**src/rtl/rs_dispatch.sv**
```systemverilog
// rs_dispatch -- allocates reservation-station / ROB slots for up to two renamed
// instructions per cycle from a 16-entry free mask.
//
// Ports
//   clk                  sole clock, rising edge
//   reset                synchronous active-high reset
//   in_valid_a/b         renamed instruction A (older) / B present
//   inst_a/b             renamed instruction payload (inst_t)
//   fu_a/b               target FU: 0 = ALU0, 1 = ALU1, 2 = mem
//   phy_reg_rdy          physical register ready bits
//   free_valid/free_idx  slots released by issue ports 0..2
//   flush                discard every allocation
//   rsLine_a/b           registered entries sent to the reservation station
//   stall                combinational; upstream holds A/B while high
//   free_count           registered number of free slots (0..16)
//
// Build option
//   DISPATCH_SAME_CYCLE_FREE_EN  when defined, slots released this cycle can be
//                                allocated this cycle; otherwise from the next cycle.

package rs_dispatch_pkg;

    typedef struct packed {
        logic RegWrite;
        logic ALUSrc;
        logic MemRead;
        logic MemWrite;
        logic MemtoReg;
        logic Branch;
    } ctrl_t;

    typedef struct packed {
        logic [31:0] pc;
        logic [6:0]  opcode;
        logic [5:0]  rd;
        logic [5:0]  rd_old;
        logic [5:0]  rs1;
        logic [5:0]  rs2;
        logic [31:0] imm;
        logic [3:0]  ALUCtrl;
        ctrl_t       control;
    } inst_t;

    // rsEntry
    typedef struct packed {
        logic        valid;
        logic [3:0]  robNum;
        logic [1:0]  fu;
        logic        src1rdy;
        logic        src2rdy;
        inst_t       inst;
    } rs_entry_t;

endpackage

module rs_dispatch
    import rs_dispatch_pkg::*;
(
    input  logic            clk,
    input  logic            reset,
    input  logic            in_valid_a,
    input  logic            in_valid_b,
    input  inst_t           inst_a,
    input  inst_t           inst_b,
    input  logic [1:0]      fu_a,
    input  logic [1:0]      fu_b,
    input  logic [63:0]     phy_reg_rdy,
    input  logic [2:0]      free_valid,
    input  logic [2:0][3:0] free_idx,
    input  logic            flush,
    output rs_entry_t       rsLine_a,
    output rs_entry_t       rsLine_b,
    output logic            stall,
    output logic [4:0]      free_count
);

    function automatic logic [4:0] popcount16(input logic [15:0] m);
        popcount16 = '0;
        for (int i = 0; i < 16; i++)
            popcount16 = popcount16 + {4'b0000, m[i]};
    endfunction

    function automatic logic [3:0] lowest_set(input logic [15:0] m);
        lowest_set = '0;
        for (int i = 15; i >= 0; i--)
            if (m[i]) lowest_set = 4'(i);
    endfunction

    logic [15:0] mask_q, mask_d;
    logic [4:0]  free_count_q, free_count_d;
    rs_entry_t   rs_a_q, rs_a_d;
    rs_entry_t   rs_b_q, rs_b_d;

    logic [15:0] rel_mask;
    logic [15:0] avail;
    logic [4:0]  avail_count;
    logic [4:0]  need;
    logic [3:0]  idx0, idx1, idx_a, idx_b;
    logic [15:0] alloc;

    // Duplicate or already-free indices collapse harmlessly in the OR.
    always_comb begin
        rel_mask = '0;
        for (int k = 0; k < 3; k++)
            if (free_valid[k]) rel_mask[free_idx[k]] = 1'b1;
    end

`ifdef DISPATCH_SAME_CYCLE_FREE_EN
    assign avail       = mask_q | rel_mask;
    assign avail_count = popcount16(avail);
`else
    assign avail       = mask_q;
    assign avail_count = free_count_q;
`endif

    assign need  = {4'b0000, in_valid_a} + {4'b0000, in_valid_b};
    assign stall = flush | (need > avail_count);

    assign idx0  = lowest_set(avail);
    assign idx1  = lowest_set(avail & ~(16'(1) << idx0));
    // B takes the lowest slot when A is absent.
    assign idx_a = idx0;
    assign idx_b = in_valid_a ? idx1 : idx0;

    always_comb begin
        alloc  = '0;
        rs_a_d = '0;
        rs_b_d = '0;
        if (!stall) begin
            if (in_valid_a) begin
                rs_a_d.valid   = 1'b1;
                rs_a_d.robNum  = idx_a;
                rs_a_d.fu      = fu_a;
                rs_a_d.inst    = inst_a;
                rs_a_d.src1rdy = phy_reg_rdy[inst_a.rs1];
                rs_a_d.src2rdy = inst_a.control.ALUSrc | phy_reg_rdy[inst_a.rs2];
                alloc[idx_a]   = 1'b1;
            end
            if (in_valid_b) begin
                rs_b_d.valid   = 1'b1;
                rs_b_d.robNum  = idx_b;
                rs_b_d.fu      = fu_b;
                rs_b_d.inst    = inst_b;
                rs_b_d.src1rdy = phy_reg_rdy[inst_b.rs1];
                rs_b_d.src2rdy = inst_b.control.ALUSrc | phy_reg_rdy[inst_b.rs2];
                // A writes a register B reads: the ready bit B saw is stale.
                if (in_valid_a && inst_a.control.RegWrite && (inst_a.rd == inst_b.rs1))
                    rs_b_d.src1rdy = 1'b0;
                if (in_valid_a && inst_a.control.RegWrite && (inst_a.rd == inst_b.rs2))
                    rs_b_d.src2rdy = 1'b0;
                alloc[idx_b]   = 1'b1;
            end
        end
    end

    // Release and allocation land on the same edge; flush wins over both.
    assign mask_d       = flush ? 16'hFFFF : ((mask_q | rel_mask) & ~alloc);
    assign free_count_d = popcount16(mask_d);

    always_ff @(posedge clk) begin
        if (reset) begin
            mask_q       <= 16'hFFFF;
            free_count_q <= 5'd16;
            rs_a_q       <= '0;
            rs_b_q       <= '0;
        end else begin
            mask_q       <= mask_d;
            free_count_q <= free_count_d;
            rs_a_q       <= rs_a_d;
            rs_b_q       <= rs_b_d;
        end
    end

    assign rsLine_a   = rs_a_q;
    assign rsLine_b   = rs_b_q;
    assign free_count = free_count_q;

endmodule

```
**config.mk**
```make
export PLATFORM = sky130hd
export DESIGN_NAME = rs_dispatch
export DESIGN_NICKNAME = d
export VERILOG_FILES = /design/src/rtl/rs_dispatch.sv
export SDC_FILE = /design/constraint.sdc
export NUM_CORES = 1
export LEC_CHECK = 0
export CAP_MARGIN = 10
export CORE_AREA = 3 3 204 206
export DETAILED_ROUTE_END_ITERATION = 12
export DIE_AREA = 0 0 207 209
export DONT_BUFFER_PORTS = 1
export PLACE_DENSITY = 0.52
export SKIP_CTS_REPAIR_TIMING = 1
export SLEW_MARGIN = 10
export SYNTH_ARGS = -nofsm -noshare
export SYNTH_HDL_FRONTEND = slang
export SYNTH_SLANG_ARGS = --single-unit
```
**constraint.sdc**
```tcl
create_clock -name clk -period 18.6 [get_ports clk]
set_input_delay 4.65 -clock clk [delete_from_list [all_inputs] [get_ports clk]]
set_output_delay 4.65 -clock clk [all_outputs]
set_load 0.02 [all_outputs]
```
==> results.toml <==
[route]
wl_per_cell_microns = 29.80
route.detailed.drc = 0
drt.antenna.violating_nets = 0
vias_per_cell = 5.253
firstDrtPassIters = 7
wirelength_mm = 44.16
drt_iter0_markers = 692
vias = 7785

[floorplan]
core_area_sq_mm = 0.03982
dieArea_sq_mm = 0.04326
fp.dieW_microns = 207
initial_utilization = 0.2690
die_h_microns = 209
rows = 73
ioPinCount = 532

[layout]
area_delta_synth_final_pct = 13.24
fill_cells = 4108
layout.nets = 1246
post-route-util = 0.3046
drive_gt1_frac = 0.1538

[place]
dp.final_hpwl_mm = 35.44
place_ws_ns = 7.848
routabilityCongestion = 0.9524
io_buffers = 0

[critical_path]
slowest_stage = "a2111oi_0"
r2r_start = "avail[6]"
critPathLaunchType = "input pin"
startpoint = "in_valid_a"
cp_max_fo = 13
r2r_end = "free_count[3]"
critPathArrivalTime_ns = 6.11
path_cells = "ha_1 -> inv_1 -> ha_1 -> a2111oi_0 -> a21oi_1 -> inv_1"
rrSetupSlack_ns = 11.96
slowest_delay_ns = 0.47
ff2ff_path_depth = 20
criticalPathCategory = "input pin to output port"
cp-end-kind = "output port"
required_ns = 13.95

[timing]
skew_ns = 0.009696
setup_viol = 0
finalWorstSetupSlack_ns = 7.837
fmax_mhz = 92.91
final.setup.tns_ns = 0
fin_crit_sh = 0.5787
maxSlewHeadroom = 0.3643
rsz0062_at_grt = "false"
post-route-min-period_ns = 10.76
drv_slew = 0
worst_pin_slew_ns = 0.9535
hold_viol = 0

[synthesis]
synth_edf_count = 0
synth_nets = 1264
synth_common_cells = "dfxtp_1 (249), and2_1 (220), mux4_2 (84)"
synth_cell_type_count = 71
syn_inst = 948
ys.flop_type = "dfxtp_1"
async_flop_share = 0
synth_area_per_cell_sq_um = 11.30
yosys.area.top_type = "dfxtp_1"
yosysSeqAreaShare = 0.4653
synth_area_leaders = "dfxtp_1 (47%), mux4_2 (18%), and2_1 (13%)"
syn_area_sq_mm = 0.01071
ys_warn_count = 0
ys_ff_latch = 249
synth_most_common_cell = "dfxtp_1"
synth_top_area_frac = 0.4653

[power]
total_power_w = 0.001264
leakage_nw = 4.394
vdd.ir_drop.worst_v = 0.00006181
powerDensity_mw_per_mm2 = 104.2

[global_route]
grt-ovfl-total = 0
antenna_found_initial = 13
grt_pass1_wl_mm = 60.99
grt_max_degree = 110
track_usage = 0.1923
grt_pass1_vias = 7710

[job]
maxCapViolations = 0

[status]
outcome = "finished, final reports clean"

[hold_path]
hp-start = "avail[1]"
hold_class = "register to register"
hold_end = "rsLine_a[109]"
worstHoldPathCells = 2

[cts]
htree_levels = 1
root_buffer = "clkbuf_16"
cts_tree = "yes"
cts.clk_slew.worst_paths_ns = 0.07
numCtsBuffers = 28
clock_sinks = 249
clk_latency_ns = 0.56
cts_buffer_depth = 3
-- final cells by class --
class                   count  area [sq um]  share of cell area
clock buffers              36         730.7             0.06023
repair buffers              4         42.54            0.003507
flip-flops and latches    249          4985              0.4109
clock inverters            13         168.9             0.01392
inverters                  21         80.08            0.006601
diodes                      8         20.02            0.001650
multi-input cells         626          5448              0.4491
well taps                 525         656.9             0.05415
-- per-layer routing --
layer	GRT usage	vias up	wire length, microns	part of all wire
met5	0	-	53	0.0012
met4	0.04963	8	1009	0.023
met3	0.1055	65	6351	0.14
met2	0.3198	545	21280	0.48
met1	0.2149	3818	15470	0.35
li1	-	3349	-	-
-- layout by cell type, fill, tap and decap left out, types with 7 or more instances in the layout --
master     instances
nor2_1            52
dfxtp_1          249
and2_1           220
a211o_1            7
o31ai_1            8
a21oi_1           14
a21o_1             9
o21ai_0           18
nor3_1            13
clkbuf_1           8
ha_1               8
nand2_1           32
mux4_2            84
inv_1             17
xor2_1            10
fa_1              10
or2_1              7
diode_2            8
nor4_1             7
nor2b_1            9
clkbuf_16         28
-- worst max-delay path: cells and delay by family --
kind            cells  cell delay, ns
compound gates      2            0.70
fa+ha+maj           2            0.51
buf+inv             2            0.25
-- flip-flops by register name, indices dropped and copies added, names as in the netlist --
| register | count |
|---|---|
| avail | 16 |
| rsLine_b | 114 |
| rsLine_a | 114 |
| free_count | 5 |
-- logic make-up after synthesis --
logic type	share of synthesized area
flip-flops	0.4653
adder cells (fa/ha/maj)	0.02897
buffers and inverters	0.02616
AND/OR/NAND/NOR	0.2113
multiplexers	0.1766
AO/OA/AOI/OAI	0.08106
XOR/XNOR	0.01063
-- how the worst max path moves through the flow --
| stage | slack (ns) | end | cells past startpoint |
|---|---|---|---|
| after floorplan | 8.04 | stall | 6 |
| after global placement | 7.96 | stall | 6 |
| after detailed placement | 7.85 | stall | 6 |
| after CTS | 7.83 | stall | 6 |
| after global routing | 7.77 | stall | 6 |
| final | 7.84 | stall | 6 |
-- where the power goes --
part | switching, W | internal (W)
combinational | 0.0000478 | 0.0000597
sequential | 0.0000509 | 0.000556
clock | 0.000239 | 0.000310
-- per-stage QoR --
| stage | instance area [sq um] | hold WS, ns | cells |
|---|---|---|---|
| finish | 12130 | 0.7848 | 1482 |
| global route | 12120 | 0.8465 | 1478 |
| CTS | 12090 | 0.7615 | 1473 |
| detailed placement | 11190 | 0.7650 | 1424 |
| global placement | 11190 | 0.7570 | 1424 |
| floorplan | 10710 | 0.5583 | 948 |
(Power assumes the default switching activity.)
